==> src/rtl/icache_responder.sv <==
// Direct-mapped, read-only instruction cache responder for the fetch stage.
// Hits are answered combinationally; a miss runs one tagged load to backing
// memory and the fill data is forwarded to fetch in the cycle it arrives.
module icache_responder #(
    parameter int unsigned XLEN = 32,
    parameter int unsigned SETS = 32
) (
    input  logic            clock,
    input  logic            reset,
    input  logic [XLEN-1:0] proc2Icache_addr,
    output logic [63:0]     Icache2proc_data,
    output logic            Icache2proc_valid,
    input  logic            Imem_grant,
    output logic [1:0]      proc2Imem_command,
    output logic [XLEN-1:0] proc2Imem_addr,
    input  logic [3:0]      Imem2proc_response,
    input  logic [63:0]     Imem2proc_data,
    input  logic [3:0]      Imem2proc_tag
);

    localparam int unsigned IDX  = $clog2(SETS);
    localparam int unsigned TAGW = XLEN - 3 - IDX;

    localparam logic [1:0] CmdNone = 2'd0;
    localparam logic [1:0] CmdLoad = 2'd1;

    typedef enum logic [1:0] {
        StIdle,
        StReq,
        StWait
    } state_e;

    state_e          state_q;
    logic [XLEN-1:0] miss_addr_q;
    logic [3:0]      saved_tag_q;

    logic [SETS-1:0] line_valid_q;
    logic [TAGW-1:0] line_tag_q  [SETS];
    logic [63:0]     line_data_q [SETS];

    logic [IDX-1:0]  req_idx;
    logic [TAGW-1:0] req_tag;
    logic [IDX-1:0]  miss_idx;
    logic [TAGW-1:0] miss_tag;
    logic            hit;
    logic            same_line;
    logic            granted;
    logic            accepted;
    logic            fill;
    logic            fwd;

    // Offset bits within the 8-byte line never affect the lookup.
    logic unused_addr_lsbs;
    assign unused_addr_lsbs = ^proc2Icache_addr[2:0];

    // Address decode and handshake qualifiers.
    always_comb begin
        req_idx   = proc2Icache_addr[3 +: IDX];
        req_tag   = proc2Icache_addr[XLEN-1 -: TAGW];
        miss_idx  = miss_addr_q[3 +: IDX];
        miss_tag  = miss_addr_q[XLEN-1 -: TAGW];
        hit       = line_valid_q[req_idx] && (line_tag_q[req_idx] == req_tag);
        same_line = (proc2Icache_addr[XLEN-1:3] == miss_addr_q[XLEN-1:3]);
        granted   = (state_q == StReq) && Imem_grant;
        accepted  = granted && (Imem2proc_response != 4'd0);
        // A zero saved tag means nothing is outstanding, so tag 0 never matches.
        fill      = (state_q == StWait) && (saved_tag_q != 4'd0)
                    && (Imem2proc_tag == saved_tag_q);
        fwd       = fill && same_line;
    end

    // Fetch-side and memory-side outputs; fill forwarding wins over stale array data.
    always_comb begin
        Icache2proc_valid = 1'b0;
        Icache2proc_data  = 64'd0;
        if (fwd) begin
            Icache2proc_valid = 1'b1;
            Icache2proc_data  = Imem2proc_data;
        end else if (hit) begin
            Icache2proc_valid = 1'b1;
            Icache2proc_data  = line_data_q[req_idx];
        end
        proc2Imem_command = granted ? CmdLoad : CmdNone;
        proc2Imem_addr    = granted ? miss_addr_q : '0;
    end

    // Miss-handling FSM plus per-line valid bits.
    always_ff @(posedge clock) begin
        if (reset) begin
            state_q      <= StIdle;
            miss_addr_q  <= '0;
            saved_tag_q  <= 4'd0;
            line_valid_q <= '0;
        end else begin
            case (state_q)
                StIdle: begin
                    if (!hit) begin
                        miss_addr_q <= {proc2Icache_addr[XLEN-1:3], 3'b000};
                        state_q     <= StReq;
                    end
                end
                StReq: begin
                    if (accepted) begin
                        saved_tag_q <= Imem2proc_response;
                        state_q     <= StWait;
                    end else if (!same_line) begin
                        // Fetch redirected before memory took the request: drop it.
                        state_q <= StIdle;
                    end
                end
                StWait: begin
                    // Redirects are ignored here; the tagged fill must land.
                    if (fill) begin
                        line_valid_q[miss_idx] <= 1'b1;
                        saved_tag_q            <= 4'd0;
                        state_q                <= StIdle;
                    end
                end
                default: state_q <= StIdle;
            endcase
        end
    end

    // Line storage; only the valid bits need reset.
    always_ff @(posedge clock) begin
        if (!reset && fill) begin
            line_tag_q[miss_idx]  <= miss_tag;
            line_data_q[miss_idx] <= Imem2proc_data;
        end
    end

endmodule
==> config.mk <==
export PLATFORM = sky130hd
export DESIGN_NAME = icache_responder
export DESIGN_NICKNAME = d
export VERILOG_FILES = /design/src/rtl/icache_responder.sv
export SDC_FILE = /design/constraint.sdc
export NUM_CORES = 2
export LEC_CHECK = 0
export ABC_CLOCK_PERIOD_IN_PS = 11650
export CAP_MARGIN = 25
export CORE_ASPECT_RATIO = 1.75
export CORE_UTILIZATION = 60
export DETAILED_ROUTE_END_ITERATION = 16
export DONT_BUFFER_PORTS = 1
export PLACE_DENSITY = 0.76
export SLEW_MARGIN = 5
export SYNTH_ARGS = -nofsm -noshare
export SYNTH_HDL_FRONTEND = slang
export SYNTH_SLANG_ARGS = --single-unit
==> constraint.sdc <==
create_clock -name clock -period 11.65 [get_ports clock]
set_input_delay 1.165 -clock clock [delete_from_list [all_inputs] [get_ports clock]]
set_output_delay 1.165 -clock clock [all_outputs]
set_load 0.02 [all_outputs]
== After elaboration in Yosys (flattened, before gate mapping) ==
Memories as Yosys holds them, arrays and structs flattened.
Index checks and enable logic that the tools add are counted.
Word-level totals
  register bits: 67
  bits in latches: 0
  RAM bits: 2816
  bits in read-only memories: 0
  input port bits: 107
  output and inout port bits: 99
  logic and storage cells: 57
  memories: 2
Memory list
  line_data_q: words 32, bits a word 64, read ports 1, clocked after memory_dff 0, wr ports 1, line 39  | logic [63:0] line_data_q [SETS];
  line_tag_q: words 32, bits a word 24, read ports 1, clocked after memory_dff 0, wr ports 1, line 38  | logic [TAGW-1:0] line_tag_q [SETS];
Cells by class
  add/subtract/negate cells: 0
  multipliers: 0
  divide/modulo/power cells: 0
  $lt $le $gt $ge: 3
  equal/unequal tests: 9
  shift-type cells: 0
  muxes and demuxes: 20
  bitwise logic cells: 2
  reductions and logical operators: 17
Operators with widths (number)
  $mux 64: 2
  $mux 32: 1
  $or 32x32->32: 1
  $eq 29x29->1: 1
  $eq 24x24->1: 1
  $lt 5x6->1 const B: 2
  $logic_and 1x1->1: 8
  $mux 2: 4
  $mux 4: 2
  $pmux 4 s2: 1
  $reduce_bool 4->1: 2
  $mux 1: 7
  $ne 2x2->1 const B: 3
  $pmux 2 s3: 1
  $reduce_and 3->1: 2
  $bmux 1 s5: 1
  $demux 1 s5: 1
  $ge 5x1->1 const B: 1
  $eq 4x4->1: 1
  $reduce_and 2->1: 2
  $ne 3x3->1 const B: 1
  $eq 2x1->1 const B: 1
  $eq 2x2->1 const B: 1
  $logic_not 2->1: 1
  3 further kinds: 3

== Depth between registers and ports, before layout ==
  depth after elaboration: 6
  depth in mapped cells: 17
  gate-level depth less buffers: 9

== Least setup slack after synthesis ==
Ideal clock, no wire load.
  kind: input -> register
  from: input Imem2proc_tag[1]
  to: memory line_data_q[12][0] (enable)
  setup time: 536 ps
  arrival: 6510 ps
  required time: 11114 ps
  setup slack: 4604 ps
  stages: 8
  buffers on the path: 3
  cell sequence: nor3_1 > a21oi_1 > or4_1 > clkbuf_1 > or4_1 > clkbuf_1 > clkbuf_1 > nor2_1
On the way
  word-level cells in the longest chain between the ends: 5
RTL lines
  start, declared: line 18  | input logic [3:0] Imem2proc_tag
  $eq 4x4->1: line 68  | && (Imem2proc_tag == saved_tag_q);
  $logic_and 1x1->1: line 68
  $logic_and 1x1->1: line 126  | if (!reset && fill) begin
  $mux 1: line 126
  $mux 1 (not written as such): line 128  | line_data_q[miss_idx] <= Imem2proc_data;
  end, declared: line 39
Every way passes these cells.

== Final worst setup path ==
  from: input proc2Icache_addr[4]
  to: output Icache2proc_data[30]
On the way
  word-level cells in the longest chain between the ends: 5
  elaborated cells between the ends (all ways): 10
  classes of those cells: eq/ne (2); mux (4); reduce/logical (2); memory (2)
RTL lines
  start, declared: line 10  | input logic [XLEN-1:0] proc2Icache_addr,
  $mem_v2 32x24 or $bmux 1 s5 (tied branches)
  $eq 24x24->1 or $mux 1 (tied branches): line 62  | hit = line_valid_q[req_idx] && (line_tag_q[req_idx] == req_tag);
  $logic_and 1x1->1: line 62
  $mux 64: line 79  | end else if (hit) begin
  $mux 64 (*): line 76  | if (fwd) begin
  end, declared: line 11  | output logic [63:0] Icache2proc_data,
Every way passes the cells marked *; elsewhere a longest branch is shown, timed or not. The select of a mux whose other input is x is not followed.

==> flow_metrics.env <==
export IMPL_status="complete, no violations"
export IMPL_power_leakage_uw=0.03846
export IMPL_synth_top_family_by_area="multiplexers"
export IMPL_grt_util_all_layers_pct=30.34
export IMPL_power_per_cell_area_nw_per_um2=165.4
export IMPL_insertion_delay_ns=0.88
export IMPL_required_ns=10.49
export IMPL_totalWireLength_mm=282.3
export IMPL_dp_hpwl_mm=126.2
export IMPL_io_pins=206
export IMPL_drt_iter0_drc=7597
export IMPL_cts_made_buffers=239
export IMPL_path_buf_inv=3
export IMPL_coreArea_um2=184900
export IMPL_cts_setup_buffers=0
export IMPL_setup_viol_count_final=0
export IMPL_antenna_found_initial=3
export IMPL_async_flop_share_pct=0
export IMPL_finalMaxSlewViolations=0
export IMPL_port_buffers=0
export IMPL_rsz0062_at_grt="no"
export IMPL_drtPass1Iterations=6
export IMPL_fin_tns_setup_ns=0
export IMPL_grt_pass1_wl_mm=397.3
export IMPL_postRouteAntennaNets=0
export IMPL_cp_start_kind="input pin"
export IMPL_cts_root_buffer="clkbuf_16"
export IMPL_hold_viol_final=0
export IMPL_arrival_ns=7.55
export IMPL_crit_chain="buf_16 -> buf_16 -> nor2b_1 -> a22oi_1 -> nand2_1 -> o21ai_0 -> nor3_1 -> o22ai_1 -> nor4_2 -> nand4_4 -> buf_4 -> o21ai_1"
export IMPL_cp_top_family="simple AND/OR/NAND/NOR gates"
export IMPL_synth_xor_area_share_pct=0.3925
export IMPL_path_clk_slew_ns=0.07
export IMPL_drive_gt1_share_pct=24.81
export IMPL_stdcell_count=7636
export IMPL_hold_class="in -> reg"
export IMPL_finClkSkew_ns=0.02570
export IMPL_max_slew_margin_pct=13.05
export IMPL_wire_per_inst_um=36.97
export IMPL_synth_top_area_share_pct=75.80
export IMPL_cap_violations=0
export IMPL_die_area_um2=187700
export IMPL_period_minus_slack_ns=8.713
export IMPL_htreeDepth=4
export IMPL_cts_tree="yes"
export IMPL_grt_pass1_vias=54215
export IMPL_postSynthCellCount=4925
export IMPL_dp_cells=7170
export IMPL_die_x_um=328.0
export IMPL_fmax_ghz=0.1148
export IMPL_synthDistinctLibCells=64
export IMPL_syn_avg_cell_area_um2=22.65
export IMPL_path_class="in -> out"
export IMPL_fin_nets=5116
export IMPL_finalCritPeriodShare_pct=74.79
export IMPL_critical_path_max_stage_delay_ns=0.84
export IMPL_syn2layout_area_growth_pct=10.23
export IMPL_vias=53482
export IMPL_cts_resized=0
export IMPL_clock_sinks=2883
export IMPL_synth_seq_cells=2883
export IMPL_hold_buffers=0
export IMPL_cpMaxStageDelayCell="buf_16"
export IMPL_cp_max_fo=219
export IMPL_gp_congestion=0.8061
export IMPL_dieHeight_um=572.4
export IMPL_synth_edf_count=2816
export IMPL_synth_area_leaders="edfxtp_1, mux4_2, mux2i_1, dfxtp_1, buf_2"
export IMPL_ys_flop_type="edfxtp_1"
export IMPL_via_per_inst=7.004
export IMPL_cp_common_cell="buf_16"
export IMPL_synth_adder_area_share_pct=0
export IMPL_fp_row_count=209
export IMPL_synth_simple_area_share_pct=1.682
export IMPL_ys_warn_count=0
export IMPL_yosysTopAreaCell="edfxtp_1"
export IMPL_synth_mux_area_fraction_pct=17.92
export IMPL_drc=0
export IMPL_worstMarginPinSlew_ns=1.304
export IMPL_synth_compound_area_share_pct=1.615
export IMPL_gr_total_overflow=0
export IMPL_start_util_pct=60.34
export IMPL_vdd_ir_drop_max_v=0.0001918
export IMPL_yosysSeqAreaShare_pct=77.00
export IMPL_end_kind="primary output"
export IMPL_cts_buffer_depth=4
export IMPL_grt_max_degree=682
export IMPL_synthesis_area_um2=111600
cell usage in the layout (no fill, tap or decap), types with 12 or more instances in the layout:
| master | instances |
|---|---|
| edfxtp_1 | 2816 |
| mux4_2 | 763 |
| mux2i_1 | 264 |
| clkbuf_16 | 248 |
| nand2_1 | 111 |
| dfxtp_1 | 67 |
| a22oi_1 | 66 |
| buf_4 | 63 |
| nand2b_1 | 61 |
| o21ai_1 | 52 |
| clkinv_2 | 52 |
| clkinv_1 | 51 |
| o22ai_1 | 42 |
| clkbuf_1 | 41 |
| inv_1 | 37 |
| and2_1 | 36 |
| nor2_4 | 32 |
| nand3_1 | 30 |
| xor2_1 | 29 |
| bufinv_16 | 28 |
| o21ai_0 | 24 |
| buf_16 | 24 |
| nor2_1 | 22 |
| xnor2_1 | 21 |
| buf_12 | 18 |
| nor2b_1 | 17 |
| a21oi_1 | 15 |
| mux2_2 | 15 |
| a211oi_1 | 12 |
power by group:
group	internal (uW)	leakage, uW	switching, uW	total, uW
clock network	4460	0.00382	3640	8090
logic	395	0.00865	424	819
registers	11400	0.0260	22.1	11400
total	16300	0.0385	4080	20300
routing by layer:
layer,share of wire [%],wire length (um),global-route usage [%],vias to the layer above
li1,-,-,-,20937
met1,34,96310,39.91,28169
met2,51,142700,50.55,3637
met3,11,30280,5.284,739
met4,4.6,13010,12.69,0
met5,0,0,0,-
registers in the layout, indices dropped and copies added (netlist names):
name          count
line_data_q    2048
line_tag_q      768
line_valid_q     32
miss_addr_q      29
saved_tag_q       4
state_q           2
final timing paths:
kind | startpoint | depth (start not counted) | slack [ns] | to
setup / recovery | proc2Icache_addr[4] | 12 | 2.94 | Icache2proc_data[30]
setup reg to reg | saved_tag_q[0] | 10 | 6.66 | line_tag_q[1][23]
hold / removal | Imem2proc_data[29] | 0 | 0.38 | line_data_q[0][29]
hold reg to reg | line_valid_q[4] | 2 | 0.47 | line_valid_q[4]
logic make-up after synthesis:
kind of cell           Yosys count
flip-flops                    2883
multiplexers                  1042
AND/OR/NAND/NOR                368
buffers and inverters          313
AO/OA/AOI/OAI                  268
XOR/XNOR                        50
other                            1
per-stage QoR:
step                cell area (um^2)  hold WS, ns  power (uW)  util (%)  setup slack, ns
floorplan                     111600       0.4489       12270         -            4.604
global route                  123000       0.3454       20760     66.51            2.660
global placement              114400       0.4516       12370     61.88            3.440
finish                        123000       0.3788       20340     66.52            2.937
detailed placement            114600       0.4595       12400     61.98            3.290
CTS                           122400       0.3323       20310     66.19            3.185
Yosys cell counts (all sizes together), types with 2 or more instances:
cell	n
dfxtp	67
a2111oi	3
nor3	10
a2bb2oi	3
and3	8
o21ai	76
nand4	12
nand2b	61
o211ai	5
and2	36
buf	191
a221oi	9
nor2	56
a22o	3
inv	37
nand2	111
clkbuf	84
nand3b	6
a211oi	13
mux2i	264
o21a	4
o2111ai	3
mux4	763
a22oi	67
a31oi	4
nor2b	20
edfxtp	2816
nor4	11
o31a	2
a21oi	15
o22ai	42
xnor2	21
or4	2
o31ai	3
mux2	15
a31o	2
or2	2
nand3	30
or3b	2
a32oi	5
xor2	29
cell type report:
class / count / area (um^2)
fillers: 11021 / 61910
repair buffers: 115 / 1694
multi-input cells: 1732 / 24410
clock buffers: 287 / 6276
clock inverters: 153 / 1496
diodes: 2 / 5.005
flip-flops and latches: 2883 / 85900
well taps: 2426 / 3035
inverters: 38 / 155.1
Power figures use the tool's default switching activity.
